## src/rtl/cordic_fft_pkg.sv

```systemverilog
// Shared constants and types for the CORDIC-based FFT twiddle rotators.
package cordic_fft_pkg;

    // atan(2^-i) in Q16.16 radians, i = 0..15
    localparam logic signed [31:0] ATAN_TABLE [0:15] = '{
        32'sd51472, 32'sd30386, 32'sd16055, 32'sd8150,
        32'sd4091,  32'sd2047,  32'sd1024,  32'sd512,
        32'sd256,   32'sd128,   32'sd64,    32'sd32,
        32'sd16,    32'sd8,     32'sd4,     32'sd2
    };

    // 1/1.6468 in Q1.15: undoes the CORDIC rotation gain
    localparam int CORDIC_K    = 19898;
    // pi/2 in Q16.16 radians
    localparam int HALF_PI_Q16 = 102944;

    typedef enum logic [2:0] {
        ST_IDLE,
        ST_ADDR,
        ST_LOAD,
        ST_ITER,
        ST_SCALE,
        ST_OUT
    } state_t;

endpackage

```

## src/rtl/cordic_iter_stage.sv

```systemverilog
// One combinational CORDIC micro-rotation in rotation mode: steers (x,y)
// toward the residual angle z by +/-atan(2^-idx).
module cordic_iter_stage
    import cordic_fft_pkg::*;
#(
    parameter int XY_W = 20,
    parameter int Z_W  = 32
) (
    input  logic signed [XY_W-1:0] x_in,
    input  logic signed [XY_W-1:0] y_in,
    input  logic signed [Z_W-1:0]  z_in,
    input  logic [3:0]             idx,
    output logic signed [XY_W-1:0] x_out,
    output logic signed [XY_W-1:0] y_out,
    output logic signed [Z_W-1:0]  z_out
);
    logic signed [XY_W-1:0] x_sh;
    logic signed [XY_W-1:0] y_sh;
    logic signed [Z_W-1:0]  atan_val;

    // rotate toward zero residual; the sign of z picks the direction
    always_comb begin
        x_sh     = x_in >>> idx;
        y_sh     = y_in >>> idx;
        atan_val = Z_W'(ATAN_TABLE[idx]);
        if (!z_in[Z_W-1]) begin
            x_out = x_in - y_sh;
            y_out = y_in + x_sh;
            z_out = z_in - atan_val;
        end else begin
            x_out = x_in + y_sh;
            y_out = y_in - x_sh;
            z_out = z_in + atan_val;
        end
    end

endmodule

```

## src/rtl/fft_stage_5_twiddle_rotator.sv

```systemverilog
// Stage-5 twiddle multiplier: fetches -2*pi*k/32 from the external angle ROM,
// rotates (x,y) with an iterative CORDIC, removes the CORDIC gain and hands
// the result downstream over valid/ready.
module fft_stage_5_twiddle_rotator
    import cordic_fft_pkg::*;
#(
    parameter int DATA_W  = 16,
    parameter int ANGLE_W = 32,
    parameter int ADDR_W  = 4,
    parameter int ITER    = 16
) (
    input  logic                      i_clk,
    input  logic                      i_rst_n,
    input  logic                      i_valid,
    output logic                      o_ready,
    input  logic signed [DATA_W-1:0]  i_x,
    input  logic signed [DATA_W-1:0]  i_y,
    input  logic [ADDR_W-1:0]         i_k,
    output logic [ADDR_W-1:0]         o_rom_addr,
    input  logic signed [ANGLE_W-1:0] i_rom_data,
    output logic                      o_valid,
    input  logic                      i_ready,
    output logic signed [DATA_W-1:0]  o_x,
    output logic signed [DATA_W-1:0]  o_y
);
    // four guard bits hold the 1.647 gain and the negation of the most negative input
    localparam int XY_W   = DATA_W + 4;
    localparam int CNT_W  = 5;
    localparam int PROD_W = XY_W + 17;

    localparam logic signed [ANGLE_W-1:0] HALF_PI    = ANGLE_W'(HALF_PI_Q16);
    localparam logic signed [PROD_W-1:0]  K_GAIN     = PROD_W'(CORDIC_K);
    localparam logic signed [PROD_W-1:0]  ROUND_HALF = PROD_W'(1 << 14);
    localparam logic signed [PROD_W-1:0]  SAT_MAX    = PROD_W'((1 << (DATA_W - 1)) - 1);
    localparam logic signed [PROD_W-1:0]  SAT_MIN    = -SAT_MAX - PROD_W'(1);

    state_t                    state_reg, state_next;
    logic signed [XY_W-1:0]    x_reg, y_reg;
    logic signed [ANGLE_W-1:0] z_reg;
    logic [CNT_W-1:0]          iter_cnt_reg;
    logic [ADDR_W-1:0]         rom_addr_reg;
    logic                      o_ready_reg;
    logic                      o_valid_reg;
    logic signed [DATA_W-1:0]  o_x_reg, o_y_reg;

    logic signed [XY_W-1:0]    x_rot, y_rot;
    logic signed [ANGLE_W-1:0] z_rot;
    logic                      iter_last;

    assign iter_last = (iter_cnt_reg == CNT_W'(ITER - 1));

    cordic_iter_stage #(
        .XY_W (XY_W),
        .Z_W  (ANGLE_W)
    ) u_iter (
        .x_in  (x_reg),
        .y_in  (y_reg),
        .z_in  (z_reg),
        .idx   (iter_cnt_reg[3:0]),
        .x_out (x_rot),
        .y_out (y_rot),
        .z_out (z_rot)
    );

    // gain compensation, round-half-up and saturation, one lane each for x and y
    logic signed [XY_W-1:0]   lane_in  [2];
    logic signed [DATA_W-1:0] lane_out [2];

    assign lane_in[0] = x_reg;
    assign lane_in[1] = y_reg;

    genvar gi;
    generate
        for (gi = 0; gi < 2; gi++) begin : g_scale
            logic signed [PROD_W-1:0] prod;
            logic signed [PROD_W-1:0] shifted;
            assign prod    = PROD_W'(lane_in[gi]) * K_GAIN + ROUND_HALF;
            assign shifted = prod >>> 15;
            assign lane_out[gi] = (shifted > SAT_MAX) ? DATA_W'(SAT_MAX) :
                                  (shifted < SAT_MIN) ? DATA_W'(SAT_MIN) :
                                  shifted[DATA_W-1:0];
        end
    endgenerate

    // state register
    always_ff @(posedge i_clk or negedge i_rst_n) begin
        if (!i_rst_n) begin
            state_reg <= ST_IDLE;
        end else begin
            state_reg <= state_next;
        end
    end

    // next-state sequencing: fixed walk through the pipeline, only OUT waits
    always_comb begin
        state_next = state_reg;
        case (state_reg)
            ST_IDLE:  if (i_valid) state_next = ST_ADDR;
            ST_ADDR:  state_next = ST_LOAD;
            ST_LOAD:  state_next = ST_ITER;
            ST_ITER:  if (iter_last) state_next = ST_SCALE;
            ST_SCALE: state_next = ST_OUT;
            ST_OUT:   if (i_ready) state_next = ST_IDLE;
            default:  state_next = ST_IDLE;
        endcase
    end

    // datapath: capture, pre-rotation, micro-rotations, scaling and output hold
    always_ff @(posedge i_clk or negedge i_rst_n) begin
        if (!i_rst_n) begin
            x_reg        <= '0;
            y_reg        <= '0;
            z_reg        <= '0;
            iter_cnt_reg <= '0;
            rom_addr_reg <= '0;
            o_ready_reg  <= 1'b0;
            o_valid_reg  <= 1'b0;
            o_x_reg      <= '0;
            o_y_reg      <= '0;
        end else begin
            o_ready_reg <= (state_next == ST_IDLE);
            case (state_reg)
                ST_IDLE: begin
                    if (i_valid) begin
                        x_reg        <= {{(XY_W - DATA_W){i_x[DATA_W-1]}}, i_x};
                        y_reg        <= {{(XY_W - DATA_W){i_y[DATA_W-1]}}, i_y};
                        rom_addr_reg <= i_k;
                    end
                end
                ST_LOAD: begin
                    // angles below -pi/2 get a -90 degree head start to stay in CORDIC range
                    if (i_rom_data < -HALF_PI) begin
                        x_reg <= y_reg;
                        y_reg <= -x_reg;
                        z_reg <= i_rom_data + HALF_PI;
                    end else begin
                        z_reg <= i_rom_data;
                    end
                    iter_cnt_reg <= '0;
                end
                ST_ITER: begin
                    x_reg        <= x_rot;
                    y_reg        <= y_rot;
                    z_reg        <= z_rot;
                    iter_cnt_reg <= iter_cnt_reg + CNT_W'(1);
                end
                ST_SCALE: begin
                    o_x_reg     <= lane_out[0];
                    o_y_reg     <= lane_out[1];
                    o_valid_reg <= 1'b1;
                end
                ST_OUT: begin
                    if (i_ready) o_valid_reg <= 1'b0;
                end
                default: ;
            endcase
        end
    end

    assign o_ready    = o_ready_reg;
    assign o_rom_addr = rom_addr_reg;
    assign o_valid    = o_valid_reg;
    assign o_x        = o_x_reg;
    assign o_y        = o_y_reg;

endmodule

```

## config.mk

```make
export PLATFORM = sky130hd
export DESIGN_NAME = fft_stage_5_twiddle_rotator
export DESIGN_NICKNAME = d
export VERILOG_FILES = /design/src/rtl/cordic_fft_pkg.sv /design/src/rtl/cordic_iter_stage.sv /design/src/rtl/fft_stage_5_twiddle_rotator.sv
export SDC_FILE = /design/constraint.sdc
export NUM_CORES = 1
export LEC_CHECK = 0
export CAP_MARGIN = 10
export CORE_AREA = 2 2 175 245
export DETAILED_ROUTE_END_ITERATION = 10
export DIE_AREA = 0 0 177 247
export HOLD_SLACK_MARGIN = 0.06
export MAX_ROUTING_LAYER = met4
export PLACE_DENSITY = 0.9
export SETUP_SLACK_MARGIN = 0.3
export SLEW_MARGIN = 20
export SYNTH_ARGS = -nofsm -noshare
export SYNTH_HDL_FRONTEND = slang
export SYNTH_HIERARCHICAL = 1
export SYNTH_SLANG_ARGS = --single-unit
```

## constraint.sdc

```tcl
create_clock -name i_clk -period 8.4 [get_ports i_clk]
set_input_delay 1.68 -clock i_clk [delete_from_list [all_inputs] [get_ports i_clk]]
set_output_delay 1.68 -clock i_clk [all_outputs]
set_load 0.05 [all_outputs]
```

==> impl_metrics.yaml, run 1 <==
run_status:
  outcome: "completed"
synthesis:
  synth_top_flop_cell: "dfrtp_1"
  async_flop_share: 1.000
  ys_ff_latch: 118
  syn_avg_cell_area_um2: 8.598
  synth_cell_types: 116
  synth_common_cells: "inv_1, ha_1, nand2_1"
  synth_top_area_frac: 0.1855
  ys.warnings.count: 6
  syn-num-nets: 3783
  netlist_top_cells_area: "fa_1, ha_1, dfrtp_1"
  synth_edf_count: 0
  yosysTopAreaCell: "fa_1"
  synth.most_common_cell: "inv_1"
  synth.yosys.seq_area_share: 0.1108
  syn_area_um2: 26650
  netlist_instances: 3100
grt:
  overflow: 0
  grt_antenna_before_repair: 3
  grt_max_degree: 81
  grt_pass1_wl_um: 129500
  grt_pass1_vias: 24710
  grt_usage: 0.3944
route:
  wire_per_inst_um: 21.77
  vias: 23600
  top_layer_used: "met4"
  ant_nets: 0
  drt_iter0_markers: 1449
  met3RoutedLength_um: 4523
  firstDrtPassIters: 7
  drc_errors: 0
  viasPerCell: 6.319
  drt_wl_total_um: 81320
  routed-wl-met2_um: 41420
  wl_met1_um: 28430
sta:
  setup_viol: 0
  fin_crit_sh: 0.9217
  tns_ns: 0
  timing.hold.ws_ns: 0.4955
  fin_worst_skew_ns: 0.01360
  rsz0062_at_grt: "false"
  layout_setup_ws_ns: 0.6581
  fin_crit_ns: 7.742
  worst_slew_pin_slew_ns: 0.9539
  max_slew_margin: 0.3641
  drv_slew: 0
  max_clock_freq_ghz: 0.1292
  hold_violations: 0
cts:
  cts_sinks: 118
  cts_tree: "done"
  cts-root-buf: "clkbuf_16"
  insertion_delay_ns: 0.48
  cts_buffers: 17
  clockBufferDepth: 2
  cts.clk_slew.worst_paths_ns: 0.07
  h-tree-depth: 4
critical_path:
  crit_path_end_kind: "flop"
  crit_type: "flop to flop"
  crit_fanout: 15
  cp.arrival_ns: 8.16
  start_kind: "flop"
  cp.required_ns: 8.82
cells_and_area:
  multi_input_area_um2: 21660
  syn2layout_area_growth_pct: 8.285
  final_nets: 3856
  design_area_um2: 28860
  fill_cells: 3325
  seq_area_um2: 2969
  drive_gt1_frac: 0.07596
  largest_reg_flops: 32
floorplanning:
  die-width_um: 177
  initial_core_util: 0.6383
  design.portCount: 110
  num_rows: 89
  die_y_um: 247
  core_area_um2: 41760
  die_area_um2: 43720
min_path:
  hold_path_class: "flop to flop"
place:
  place_area_um2: 28240
  gp_congestion: 1.033
  dp_hpwl_um: 64820
  io_buffer_count: 109
  post-place-ws_ns: 0.5069
run:
  maxCapViolations: 0
[repair_timing]
action / CTS / global route
endpoints found under the setup margin: 0 / 30
hold buffers: 0 / 0
buffers inserted: 0 / 2
resized for setup: 0 / 10
[worst max-delay path: stages, from the launching register on]
cell       delay (ns)
dfrtp_1          0.51
ha_1             0.37
inv_1            0.09
fa_1             0.54
inv_1            0.06
fa_1             0.49
fa_1             0.54
fa_1             0.54
inv_1            0.05
fa_1             0.52
inv_1            0.04
ha_1             0.44
a21oi_1          0.23
o21ai_0          0.14
a211oi_2         0.53
nor2_1           0.11
a311oi_1         0.47
nand4bb_1        0.25
nand4b_2         0.31
a2111oi_2        0.35
o31ai_1          0.16
and3_4           0.22
a41oi_4          0.45
o22a_2           0.25
[logic make-up (layout without fill, tap and decap cells)]
logic type | Yosys count | in the layout | share of synthesized area
simple gates | 777 | 777 | 0.1387
mux | 117 | 117 | 0.05971
flops | 118 | 118 | 0.1108
buf+inv | 503 | 589 | 0.07863
xor+xnor | 246 | 246 | 0.08112
fa+ha+maj | 611 | 611 | 0.3564
compound gates | 728 | 728 | 0.1747
other cells | 0 | 3 | 0
[final timing paths]
kind	startpoint	end	slack, ns	cells past startpoint
setup reg to reg	y_reg[10]	o_y[4]	0.66	23
max in group asynchronous	i_rst_n	state_reg[0]	5.70	2
min in group asynchronous	i_rst_n	o_y[15]	1.18	1
hold reg to reg	z_reg[12]	z_reg[12]	0.50	2
setup / recovery	y_reg[10]	o_y[4]	0.66	23
hold / removal	z_reg[12]	z_reg[12]	0.50	2
[final cells by class]
class / instances / share of cell area
timing repair buffer: 165 / 0.05241
inverter: 392 / 0.05098
clock buffer: 19 / 0.01535
antenna: 3 / 0.0002601
tap: 546 / 0.02367
sequential: 118 / 0.1029
multi-input combinational: 2479 / 0.7503
clock inverter: 13 / 0.004162
[stage by stage]
stage,util,std cells
2_1_floorplan,-,3100
3_3_place_gp,0.6762,3698
3_5_place_dp,0.6762,3698
4_1_cts,0.6896,3730
5_1_grt,0.6912,3735
6_report,0.6912,3735
[per-layer routing]
layer / track usage / up-vias
li1: - / 10780
met1: 0.3995 / 11450
met2: 0.6766 / 973
met3: 0.06719 / 394
met4: 0.2997 / 0
met5: - / -
[cell usage in the layout, fill, tap and decap left out, types with 10 or more instances in the layout]
cell             count
xor2_1             110
nand2_1            258
fa_1               247
o31a_1              10
nand2b_1            19
clkbuf_16           17
nor2_1             212
o21ai_2             14
o21ai_0            199
o21a_1              18
and2_1              23
o21ai_1             12
xnor2_1            132
nand4_1             26
nand3_1             64
mux2i_1             60
and3_1              29
ha_1               364
a21o_1              58
a31oi_1             22
clkdlybuf4s50_1    108
dfrtp_1            107
nor2b_1             28
o211ai_1            24
mux4_2              30
nor3_1              40
mux2_2              23
o21bai_1            19
o31ai_1             10
or3_1               14
a211oi_1            16
buf_4               56
dfrtp_2             10
a21oi_1            214
inv_1              389
o22a_1              12
Power of run 1 is not shown: default switching activity piles up to over one toggle a cycle in this logic, so the estimate is an artifact.
==> run 2, diff against run 1 <==
Settings changed: CORE_AREA 2 2 175 245 to 2 2 206 208, DIE_AREA 0 0 177 247 to 0 0 208 210, TNS_END_PERCENT set to 100.
==> impl_metrics.yaml, run 2 (synthesized netlist as in run 1, its figures left out) <==
floorplanning:
  die_y_um: 210
  num_rows: 75
  die_area_um2: 43680
  initial_core_util: 0.6426
  design.portCount: 110
  die-width_um: 208
  core_area_um2: 41480
run_status:
  outcome: "completed"
sta:
  fin_worst_skew_ns: 0.009725
  max_clock_freq_ghz: 0.1309
  tns_ns: 0
  setup_viol: 0
  max_slew_margin: 0.3838
  fin_crit_ns: 7.640
  drv_slew: 0
  timing.hold.ws_ns: 0.4913
  hold_violations: 0
  fin_crit_sh: 0.9095
  worst_slew_pin_slew_ns: 0.9124
  rsz0062_at_grt: "false"
cells_and_area:
  design_area_um2: 28800
  largest_reg_flops: 32
  drive_gt1_frac: 0.07385
  final_cell_mix: "inv_1, ha_1, nand2_1"
  multi_input_area_um2: 21650
  final_common_cell: "inv_1"
  syn2layout_area_growth_pct: 8.032
  final_nets: 3852
  seq_area_um2: 2964
  fill_cells: 3269
critical_path:
  crit_type: "flop to flop"
  timing.critical_path.mode_cell: "fa_1"
  crit_path_end_kind: "flop"
  critPathSlowestCell: "dfrtp_1"
  crit_fanout: 15
  cp.required_ns: 8.75
  cp_slowest_stage_delay_ns: 0.61
  cp_num_buf_inv: 5
  crit_path_start: "x_reg[12]"
  cp.arrival_ns: 7.99
  start_kind: "flop"
  worstPathCellList: "buf_4 > ha_1 > inv_1 > fa_1 > inv_1 > fa_1 > fa_1 > fa_1 > inv_1 > fa_1 > inv_1 > ha_1 > a21oi_1 > o21ai_0 > a41oi_1 > a31oi_1 > xor2_1 > nand4_1 > nor4_4 > nand3_1 > nor2_1 > mux2i_1 > a31o_4 > o21ai_0"
  worstReg2RegStart: "x_reg[12]"
  path_delay_family: "adder cells"
min_path:
  hold_path_class: "flop to flop"
  hp-start: "z_reg[18]"
cts:
  post_cts_buffers: 0
  cts.clk_slew.worst_paths_ns: 0.06
  clockBufferDepth: 2
  h-tree-depth: 4
  hold_buffers: 0
  cts_buffers: 17
  cts_tree: "done"
  cts_sinks: 118
  insertion_delay_ns: 0.49
  cts-root-buf: "clkbuf_16"
place:
  gp_congestion: 1.055
  dp_hpwl_um: 62370
  place_area_um2: 28210
  io_buffer_count: 109
route:
  drc_errors: 0
  ant_nets: 0
  firstDrtPassIters: 6
  viasPerCell: 6.342
  wire_per_inst_um: 20.83
  drt_iter0_markers: 2146
  drt_wl_total_um: 77600
  vias: 23620
grt:
  grt_usage: 0.3721
  grt_pass1_vias: 24150
  grt_max_degree: 90
  overflow: 0
  grt_antenna_before_repair: 3
  grt_pass1_wl_um: 125800
run:
  maxCapViolations: 0
-- run 2: worst reg2reg max path: stages, from the launching register on --
cell	delay [ns]
dfrtp_1	0.61
buf_4	0.29
ha_1	0.22
inv_1	0.11
fa_1	0.51
inv_1	0.05
fa_1	0.48
fa_1	0.53
fa_1	0.57
inv_1	0.07
fa_1	0.54
inv_1	0.05
ha_1	0.39
a21oi_1	0.09
o21ai_0	0.33
a41oi_1	0.15
a31oi_1	0.29
xor2_1	0.31
nand4_1	0.28
nor4_4	0.50
nand3_1	0.19
nor2_1	0.23
mux2i_1	0.25
a31o_4	0.32
o21ai_0	0.14
-- run 2: per-stage QoR --
step                      instances  setup slack (ns)    util
after floorplan                3100             1.564       -
after detailed placement       3689            0.4605  0.6801
after global placement         3689            0.7361  0.6801
final                          3725            0.7601  0.6942
after CTS                      3721            0.3050  0.6932
after global routing           3723            0.3734  0.6941
-- run 2: final cells by class --
| class | count | area share |
|---|---|---|
| flip-flops and latches | 118 | 0.1029 |
| repair buffers | 161 | 0.05136 |
| clock buffers | 18 | 0.01525 |
| multi-input cells | 2479 | 0.7520 |
| clock inverters | 14 | 0.003563 |
| inverters | 392 | 0.05110 |
| well taps | 539 | 0.02342 |
| diodes | 4 | 0.0003476 |
-- run 2: timing repair --
action	in CTS	in global routing
hold endpoints to repair	0	0
resized for setup	0	9
setup endpoints to repair	0	15
-- run 2: metal layers --
metal	global-route usage	routed length, µm	part of all wire
met4	0.1595	3094	0.040
met1	0.4590	31010	0.40
met3	0.07703	6780	0.087
met5	-	0	0
met2	0.5965	36710	0.47
-- run 2: final timing paths --
path / endpoint / slack [ns] / cells after the start
setup / recovery: o_x[2] / 0.76 / 24
hold reg to reg: z_reg[18] / 0.49 / 2
min in group asynchronous: o_y[2] / 1.20 / 1
hold / removal: z_reg[18] / 0.49 / 2
max in group asynchronous: state_reg[0] / 5.44 / 3
setup reg to reg: o_x[2] / 0.76 / 24
Power of run 2 is left out for the same reason.
